### src/rtl/two_port_bus_arbiter.sv
// Round-robin arbiter that gives one of two requesters the shared bus.
// Each ownership is capped at MAX_HOLD cycles, and a waiting requester gets the bus without an idle gap.
module two_port_bus_arbiter #(
  parameter int BUS_WIDTH = 8,
  parameter int MAX_HOLD  = 16
) (
  input  logic                 clk,
  input  logic                 reset,
  input  logic                 req0,
  input  logic                 req1,
  input  logic [BUS_WIDTH-1:0] data0,
  input  logic [BUS_WIDTH-1:0] data1,
  input  logic                 done,
  output logic                 gnt0,
  output logic                 gnt1,
  output logic                 sel,
  output logic [BUS_WIDTH-1:0] bus_out,
  output logic                 bus_valid
);

  localparam int CW = $clog2(MAX_HOLD);

  typedef enum logic [1:0] {
    IDLE = 2'd0,
    OWN0 = 2'd1,
    OWN1 = 2'd2
  } state_t;

  state_t        state_q, state_d;
  logic          last_q, last_d;
  logic          sel_q, sel_d;
  logic [CW-1:0] hold_cnt_q, hold_cnt_d;
  logic          hold_limit;

  assign hold_limit = (hold_cnt_q == CW'(MAX_HOLD - 1));

  always_ff @(posedge clk) begin
    if (reset) begin
      state_q    <= IDLE;
      last_q     <= 1'b1;
      sel_q      <= 1'b0;
      hold_cnt_q <= '0;
    end else begin
      state_q    <= state_d;
      last_q     <= last_d;
      sel_q      <= sel_d;
      hold_cnt_q <= hold_cnt_d;
    end
  end

  always_comb begin
    state_d    = state_q;
    last_d     = last_q;
    sel_d      = sel_q;
    hold_cnt_d = hold_cnt_q;
    case (state_q)
      IDLE: begin
        // On a tie, last_q == 1 favours port 0 and last_q == 0 favours port 1.
        if (req0 && (!req1 || last_q)) begin
          state_d    = OWN0;
          last_d     = 1'b0;
          sel_d      = 1'b0;
          hold_cnt_d = '0;
        end else if (req1) begin
          state_d    = OWN1;
          last_d     = 1'b1;
          sel_d      = 1'b1;
          hold_cnt_d = '0;
        end
      end
      OWN0: begin
        if (done || !req0 || hold_limit) begin
          if (req1) begin
            state_d    = OWN1;
            last_d     = 1'b1;
            sel_d      = 1'b1;
            hold_cnt_d = '0;
          end else begin
            state_d = IDLE;
          end
        end else begin
          hold_cnt_d = hold_cnt_q + 1'b1;
        end
      end
      OWN1: begin
        if (done || !req1 || hold_limit) begin
          if (req0) begin
            state_d    = OWN0;
            last_d     = 1'b0;
            sel_d      = 1'b0;
            hold_cnt_d = '0;
          end else begin
            state_d = IDLE;
          end
        end else begin
          hold_cnt_d = hold_cnt_q + 1'b1;
        end
      end
      default: state_d = IDLE;
    endcase
  end

  always_comb begin
    gnt0      = (state_q == OWN0);
    gnt1      = (state_q == OWN1);
    bus_valid = (state_q == OWN0) || (state_q == OWN1);
    sel       = sel_q;
    bus_out   = sel_q ? data1 : data0;
  end

endmodule

### config.mk
export PLATFORM = sky130hd
export DESIGN_NAME = two_port_bus_arbiter
export DESIGN_NICKNAME = d
export VERILOG_FILES = /design/src/rtl/two_port_bus_arbiter.sv
export SDC_FILE = /design/constraint.sdc
export NUM_CORES = 1
export LEC_CHECK = 0
export CAP_MARGIN = 25
export CORE_MARGIN = 2
export CORE_UTILIZATION = 36
export CTS_CLUSTER_SIZE = 25
export DETAILED_ROUTE_END_ITERATION = 12
export GPL_TIMING_DRIVEN = 0
export PLACE_DENSITY = 0.83
export SYNTH_ARGS = -nofsm -noshare
export SYNTH_HDL_FRONTEND = slang
export SYNTH_SLANG_ARGS = --single-unit
### constraint.sdc
create_clock -name clk -period 2.1 [get_ports clk]
set_input_delay 0.42 -clock clk [delete_from_list [all_inputs] [get_ports clk]]
set_output_delay 0.42 -clock clk [all_outputs]
set_load 0.02 [all_outputs]
After elaboration in Yosys (flattened, before gate mapping)
Cells that the tools add are included.

Register bits after elaboration: 8. Bits of input ports: 21. Output and inout port bits: 12. Logic and storage cells: 51.

$add $sub $neg: 1. Equal/unequal tests: 8. Muxes and demuxes: 24. Reductions and logical operators: 14.

Operators with widths (number): $mux 4 (5); $pmux 4 s3 (1); $mux 2 (5); $mux 1 (9); $mux 8 (1); $logic_or 1x1->1 (6); $ne 3x3->1 const B (2); $pmux 1 s3 (2); $pmux 2 s3 (1); $add 4x1->4 const B (1); $eq 4x4->1 const B (1); $ne 2x1->1 const B (2); $reduce_and 4->1 (1); $reduce_and 3->1 (1); $reduce_bool 3->1 (1); $eq 2x1->1 const B (1); $eq 2x2->1 const B (1); $logic_not 1->1 (2); $logic_not 2->1 (1); $ne 2x2->1 const B (1); $reduce_and 2->1 (1); $logic_and 1x1->1 (1).

Depth between registers and ports, before layout
Gate-level depths: netlist of run 1.

Word-level depth: 5. Gate-level depth with buffers: 6. Depth with buffers taken out: 6.

Worst setup path after synthesis of run 1
No wires, ideal clock.

Path kind: flip-flop to flip-flop. Start point: register state_q[0]. End point: register hold_cnt_q[1]. Library setup time: 0.141 ns. Arrival time: 1.928 ns. Data required time: 1.959 ns. Slack: 0.031 ns. Stages on the path, launching flop included: 7. Buffers on the path: 0. Clock period less this slack: 2.069 ns. Path through: dfxtp_1 -> inv_1 -> ha_1 -> or3b_1 -> o221a_1 -> o41ai_1 -> a21oi_1.

Longest elaborated chain between the ends: 3. Elaborated cells between the ends (all ways): 7. Those cells by class: eq/ne (3); mux (1); reduce/logical (3).

RTL lines: start, declared (line 29) `state_t state_q, state_d;`; start signal, assigned (line 44) `state_q <= state_d;`; $eq 2x2->1, or another cell as far along (line 56) `case (state_q)`; $ne 3x3->1 (no source line) / $reduce_bool 3->1 (equally long branches); $reduce_and 2->1 (no source line); end signal, assigned (line 47) `hold_cnt_q <= hold_cnt_d;`; end, declared (line 32) `logic [CW-1:0] hold_cnt_q, hold_cnt_d;`.

Several ways; a longest one is shown, not always the timed one. A chain may end at the register's enable or synchronous reset.

Worst setup path after layout of run 1
Start point: input port data1[1]. End point: output port bus_out[1].

Longest elaborated chain between the ends: 1.

RTL lines: start, declared (line 12) `input logic [BUS_WIDTH-1:0] data1,`; $mux 8 (line 108) `bus_out = sel_q ? data1 : data0;`; end, declared (line 17) `output logic [BUS_WIDTH-1:0] bus_out,`.

Every way passes these cells.

==> results, run 1 <==
- The flow ran to the end, and the final reports show no timing, DRC or antenna violations.
- In this run the remaining antenna-violating nets after routing total 0.
- Across all hold checks on the routed design, the worst slack comes to roughly 500 ps.
- The startpoint kind of the worst setup timing path is an input pin.
- STA puts the critical path data arrival time at between 1500 and 2000 ps.
- In this run the standard cell core region covers about 1800 um^2.
- Of all nets on the critical path, the largest fanout is 1.
- The max-capacitance violation count is 0.
- In the global route stage, overall resource usage came out at roughly 20%.
- The final cell utilization of the core is between 60% and 70%.
- The count of warnings emitted by yosys is 0.
- Across all layers, the routed design uses roughly 780 vias.
- The maximum number of buffers from clock root to sink is 2.
- Counting I/O delays and the setup requirement, the final critical path takes a little over 2000 ps.
- The filler cells instantiated in the layout total between 100 and 150.
- Yosys attributes the largest share of cell area to sky130_fd_sc_hd__dfxtp_1 (23%), sky130_fd_sc_hd__mux2_2 (13%), sky130_fd_sc_hd__ha_1 (9.1%), sky130_fd_sc_hd__a21oi_1 (5.1%), sky130_fd_sc_hd__o41ai_1 (3.8%).
- The register clock-pin slew on the reported worst setup and hold paths is about 50 ps.
- The number of max-slew violations in the final report is 0.
- The number of buffer cells added on primary ports is 32.
- The first global-routing pass estimated around 3.0 mm of wire.
- The congestion estimate from routability-driven global placement came to 0.860.
- The critical path is of the input pin to output port type.
- The hold buffer count at cts is 0.
- In the synthesized netlist the dominant register cell turns out to be sky130_fd_sc_hd__dfxtp_1.
- The synthesis-stage register bit count is 8.
- Counting instances in the post-synthesis netlist gives the leading cell types as sky130_fd_sc_hd__dfxtp_1 (8), sky130_fd_sc_hd__mux2_2 (8), sky130_fd_sc_hd__a21oi_1 (7), sky130_fd_sc_hd__inv_1 (6), sky130_fd_sc_hd__ha_1 (5).
- The share of flip-flops with an asynchronous set or reset is 0%.
- In this run, the number of DRC markers left after iteration 0 of detailed routing was 17.
- The number of stages on the worst hold path is 2.
- The kind of path behind the tightest hold check is register to register.
- The clock sink count is 8.
- The share of the yosys chip area belonging to registers is a little under a quarter.
- The static leakage is between 0.4 and 0.5 nW.
- The worst register-to-register path has a depth of 6.
- The antenna diode instance count is 0.
- The routed wire length is between 1.5 and 2 mm.
- Row generation in the floorplan step produced 15 rows.
- The ratio of cells with drive above 1 in the final layout is around 18%.
- The initial antenna violation count came to 0.
- The count of final hold-check violations came to 0.
- The cell count after synthesis is 80.
- For the worst setup path, the data required time is roughly 1700 ps.
- The detailed-route vias per instance is 5.54.
- The via count of the first global-routing pass was roughly 700.
- The share of the synthesized area in the top cell type is between 20% and 30%.
- The width of the chip is around 48 um.
- The initial core utilization is between 30% and 40%.
- At the end of the flow, the number of nets in the layout was around 140.
- IR analysis of the VDD net gives a maximum drop of about 0.43 mV.
- The biggest area contributor in the post-synthesis netlist is sky130_fd_sc_hd__dfxtp_1.
- In this run the tightest slew margin relative to its limit is a little over three fifths.
- The tree is rooted in a sky130_fd_sc_hd__clkbuf_4.
- The area growth from synthesis to layout is 63.3%.
- The die covers about 2300 um^2.
- The worst setup skew after layout is around 5.7 ps.
- The global-route congestion overflow total is 0.
- At the later pin of the worst-skew pair, clock insertion delay measures about 250 ps.
- The average instance in the mapped netlist occupies 8.56 um^2.
- In this run the critical register-to-register path is launched from state_q[1]$_SDFFE_PP0P_.
- The fmax is 0.486 GHz.
- The timing startpoint of the critical path is data1[1].
- The final routed wire length divided by cell count is between 10 and 15 um.
- Entering global routing, the biggest net connects 11 pins.
- Dividing total power by cell area gives a power density of between 600 and 700 nW/um^2.
- The CTS tree is built.
- The mapped netlist covers roughly 700 um^2.
- Yosys mapped a number of flops with a built-in enable equal to 0.
- The transition time of the tightest slew-check pin is 549 ps.
- The length of the first detailed-routing pass in iterations is 5.
- TritonCTS created 3 clock buffers.
- The maximum level of the CTS H-tree is 1.
- The post-route fraction of the period consumed by the critical path is 97.9%.
- When the netlist entered floorplanning its net count stood at ~110.
- The overall die height is around 48 um.
- Once detailed placement completed, the half-perimeter wirelength came to approximately 1.5 mm.
- The capturing element type of the critical path is an output port.
- The setup TNS is 0 ps.
- After detailed routing, the number of remaining DRC violations is 0.
- Setup violations remaining at the end of the flow were counted as 0.
- 33 I/O pins were placed.
- The number of distinct library cell variants in the gate-level netlist after synthesis is 34.
- The worst hold path begins at hold_cnt_q[1]$_SDFFE_PP0P_.
[layer usage]
layer | vias to the layer above | part of all wire, % | track usage, %
li1 | 380 | - | -
met1 | 360 | 41 | 21.9
met2 | 33 | 50 | 31.4
met3 | 2 | 7.9 | 10.9
met4 | 0 | 0.88 | 8.11
met5 | - | 0 | 0
[report_power, final]
part / switching [mW] / internal (mW) / total [mW]
clock: 0.0503 / 0.0653 / 0.116
combinational: 0.217 / 0.239 / 0.456
sequential: 0.0254 / 0.174 / 0.199
[cell type report]
| type | count | area, um^2 | share of cell area (%) |
|---|---|---|---|
| clock buffer | 3 | 22.5 | 2.02 |
| multi-input combinational | 64 | 538 | 48.2 |
| timing repair buffer | 33 | 337 | 30.1 |
| buffer | 1 | 3.75 | 0.336 |
| inverter | 6 | 22.5 | 2.02 |
| sequential | 8 | 163 | 14.6 |
| tap | 25 | 31.3 | 2.80 |
[cells by family after synthesis]
logic type / after synthesis / share of synthesized area, %
flops: 8 / 23.4
buf+inv: 8 / 4.39
simple gates: 28 / 26.0
fa+ha+maj: 5 / 9.14
compound gates: 23 / 23.9
mux: 8 / 13.2
[repair_timing]
item,in CTS,in global routing
setup endpoints to repair,11,7
gates resized for setup,4,9
setup buffers,0,1
pin swaps,0,1
cloned,0,0
[critical path: stages]
cell                              delay (ps)
sky130_fd_sc_hd__clkdlybuf4s50_1         420
sky130_fd_sc_hd__mux2_2                  260
sky130_fd_sc_hd__clkdlybuf4s50_1         530
[flip-flops by register name, indices dropped and copies added (netlist names)]
signal and flops:
hold_cnt_q 4, state_q 2, last_q 1, sel 1
[metrics by stage]
stage	power [mW]	cells	worst slack [ps]	instance area, um^2
floorplan	0.461	80	31.0	684
global placement	0.621	137	-82.3	1040
detailed placement	0.625	137	-115	1040
CTS	0.755	139	18.1	1070
global route	0.824	140	-9.33	1120
finish	0.771	140	44.3	1120
[path summary, 6_finish.rpt]
check	end	slack (ps)
max	bus_out[1]	40
min	hold_cnt_q[1]$_SDFFE_PP0P_	490
max reg2reg	hold_cnt_q[2]$_SDFFE_PP0P_	90
min reg2reg	hold_cnt_q[1]$_SDFFE_PP0P_	490
[cell usage in the layout, fill, tap and decap left out, types with 2 or more instances in the layout]
master	Yosys	layout
sky130_fd_sc_hd__clkdlybuf4s50_1	0	27
sky130_fd_sc_hd__o41ai_2	0	3
sky130_fd_sc_hd__nor3_1	3	3
sky130_fd_sc_hd__inv_1	6	6
sky130_fd_sc_hd__mux2_2	8	8
sky130_fd_sc_hd__dlymetal6s2s_1	0	4
sky130_fd_sc_hd__nand3_1	3	3
sky130_fd_sc_hd__nand2b_1	3	3
sky130_fd_sc_hd__a31oi_1	2	2
sky130_fd_sc_hd__nor2b_1	3	3
sky130_fd_sc_hd__ha_1	5	4
sky130_fd_sc_hd__o21ai_0	3	3
sky130_fd_sc_hd__dfxtp_1	8	6
sky130_fd_sc_hd__nor2_1	4	4
sky130_fd_sc_hd__clkbuf_4	0	3
sky130_fd_sc_hd__dfxtp_2	0	2
sky130_fd_sc_hd__a21oi_1	7	7
(Power assumes the default switching activity.)
==> run 2, diff against run 1 <==
Settings changed: GPL_TIMING_DRIVEN 0 to unset.
==> results, run 2 (synthesis gave the netlist of run 1 again) <==
- The final critical path takes up a little over nine tenths of the cycle.
- The number of max-slew violations in the final report came to 0.
- The routed layout has around 790 vias.
- In this run the count of I/O pins placed on the die edge is 33.
- The combinational group share of total power is about three fifths.
- The count of nets left with antenna violations once routing finished came out at 0.
- The register with the most flip-flops in the layout has 4 of them.
- Port buffering added 32 buffers.
- The width of the chip is between 40 and 50 um.
- The count of final hold-check violations came to 0.
- The hold buffer count at cts is 0.
- The count of unresolved DRC violations after routing is 0.
- STA puts the critical path data required time at ~1700 ps.
- The worst slew margin relative to its limit is about 67%.
- The number of non-filler instances in the completed layout is about 150.
- The highest cell delay on the worst timing path is ~540 ps.
- The switching share of power is a little under two fifths.
- The die covers between 2000 and 2500 um^2.
- The root buffer selected by CTS is sky130_fd_sc_hd__clkbuf_4.
- In this run the worst path has a maximum fanout of 1.
- The kind of cell with the highest combined delay along the critical path is buffers and inverters.
- The most common cell after layout, fill and taps aside is sky130_fd_sc_hd__clkdlybuf4s50_1.
- The worst setup path is launched from an input pin.
- The fmax is between 0.4 and 0.5 GHz.
- The initial antenna violation count is 0.
- The final weighted congestion of routability-driven global placement is a little over 0.8.
- The sequential group share of total power is around a quarter.
- The via count of the first global-routing pass was approximately 810.
- The kind of path behind the tightest hold check is register to register.
- Entering global routing, the biggest net connects 13 pins.
- The number of DRC markers after the initial detailed-route iteration is 8.
- The first global-routing pass estimated about 3.4 mm of wire.
- Together, buffers and inverters on the worst path number 2.
- The clock sink count is 8.
- The overall die height is around 48 um.
- The length of the first detailed-routing pass in iterations is 4.
- The cell count after placement is around 140.
- The number of antenna diodes in the final layout is 0.
- After the last flow step, the layout net total stands at 150.
- In this run the power density over the cells is between 600 and 700 nW/um^2.
- In the routed layout, each cell is associated on average with a via count of 5.35.
- The critical path is of the input pin to output port type.
- The number of setup violations in the final report is 0.
- In this run the power spent charging and discharging nets is between 200 and 300 uW.
- The core region is 1760 um^2.
- The register with the most flip-flops in the final layout is hold_cnt_q.
- STA classifies the critical path endpoint as an output port.
- The total setup buffers inserted after CTS is 0.
- The run finished with clean final reports.
- In the final layout, the registers with the most flip-flops are hold_cnt_q: 4 flops, state_q: 2 flops.
- Across the routed clock network, the largest skew measured is 2.00 ps.
- The clock reaches the later pin of the worst-skew pair after around 250 ps.
- The register clock-pin slew on the reported worst setup and hold paths is 50 ps.
- The relative area change from synthesis to final layout is 67.6%.
- The static leakage is 0.468 nW.
- Leaving out fill and tap cells, the most frequent cells in the layout are sky130_fd_sc_hd__clkdlybuf4s50_1 (30), sky130_fd_sc_hd__buf_4 (9), sky130_fd_sc_hd__mux2_2 (8).
- Counting stages on the worst path, the most repeated cell is sky130_fd_sc_hd__clkdlybuf4s50_1.
- The final routed wire length divided by cell count is ~14 um.
- The worst-case vdd ir drop is roughly 0.4 mV.
- The number of CTS-inserted buffers is 3.
- The global-route usage over all layers is approximately 22%.
- The max-capacitance violation count is 0.
- The setup TNS is 0 ps.
- The total number of placement rows is 15.
- After filler insertion, the fill cell instance count of the layout stands at between 150 and 200.
- The detailed placer's ending HPWL is between 1.5 and 2 mm.
- The clock power share is roughly 14%.
- The slowest stage cell on the critical path is sky130_fd_sc_hd__clkdlybuf4s50_1.
- Of the cells placed in the final design, the portion with a size suffix greater than 1 is 21.3%.
- The data arrival time of the critical path is between 1500 and 2000 ps.
- Walking the worst path, the cells encountered are clkdlybuf4s50_1, mux2_2, clkdlybuf4s50_1.
- The initial utilization of the core area, before any placement, comes to between 30% and 40%.
- The internal power of the cells totals 494 uW.
- The post-layout minimum cycle time is around 2100 ps.
- The maximum number of buffers from clock root to sink is 2.
- TritonCTS built the clock tree.
- The routed wire length is roughly 2 mm.
- For this run the aggregate overflow at the end of global routing stands at 0.
- In this run the number of H-tree levels came out at 1.
- For the pin with the worst max-slew slack, the measured transition is between 400 and 500 ps.
run 2: cell types whose count changed in the layout (fill, tap and decap cells not counted), moves of 2 or more:
cell,change
sky130_fd_sc_hd__buf_4,+8
sky130_fd_sc_hd__clkdlybuf4s50_1,+3
sky130_fd_sc_hd__dfxtp_2,-2
sky130_fd_sc_hd__dlymetal6s2s_1,-3
run 2: routing by layer:
metal  part of all wire (%)  GRT usage (%)  up-vias
li1                       -              -      395
met1                     41           23.3      361
met2                     50           38.4       29
met3                    7.2           9.43        2
met4                   0.95           7.57        0
met5                      0              0        -
run 2: path summary, 6_finish.rpt:
kind / startpoint / to / slack, ps / cells past startpoint
worst max-delay path: data0[3] / bus_out[3] / 30 / 3
worst min-delay path: hold_cnt_q[2]$_SDFFE_PP0P_ / hold_cnt_q[2]$_SDFFE_PP0P_ / 490 / 2
worst max register to register: state_q[0]$_SDFFE_PP0P_ / hold_cnt_q[1]$_SDFFE_PP0P_ / 100 / 6
worst min register to register: hold_cnt_q[2]$_SDFFE_PP0P_ / hold_cnt_q[2]$_SDFFE_PP0P_ / 490 / 2
run 2: what timing repair did:
item                                    in CTS  in global routing
resized for setup                            2                  5
endpoints found under the setup margin       9                  5
pin swaps                                    0                  0
gates cloned                                 0                  0
run 2: tightest hold or removal path, stage by stage, from the launching register on:
cell and delay, ps:
sky130_fd_sc_hd__dfxtp_1 330, sky130_fd_sc_hd__o41ai_2 50, sky130_fd_sc_hd__a21oi_1 60
run 2: area by class of cell:
| cell class | count | area (um^2) | share of cell area, % |
|---|---|---|---|
| clock buffers | 3 | 22.5 | 1.96 |
| inverters | 6 | 22.5 | 1.96 |
| multi-input cells | 64 | 518 | 45.1 |
| flip-flops and latches | 8 | 164 | 14.3 |
| well taps | 25 | 31.3 | 2.73 |
| repair buffers | 41 | 389 | 33.9 |
run 2: per-stage QoR:
step | hold WS [ps] | worst slack, ps | power, mW | util, % | cell area [um^2]
after floorplan | 459 | 31.0 | 0.461 | - | 684
after global routing | 506 | -35.3 | 0.853 | 65.0 | 1150
final | 487 | 30.2 | 0.790 | 65.0 | 1150
after global placement | 485 | 43.2 | 0.658 | 62.1 | 1100
after detailed placement | 491 | -39.0 | 0.670 | 62.1 | 1100
after CTS | 498 | 14.5 | 0.786 | 63.4 | 1120
run 2: power by group through the flow:
stage               sequential (mW)  clock (mW)  combinational (mW)
detailed placement            0.202           0               0.468
finish                        0.202       0.115               0.473
global route                  0.206       0.130               0.517
CTS                           0.201       0.120               0.465
floorplan                     0.192           0               0.269
global placement              0.201           0               0.457
==> run 3, diff against run 2 <==
Settings changed: GPL_TIMING_DRIVEN set to 0.
==> results of run 3 <==
Final layout, timing and power as in run 1 (identical DEF).
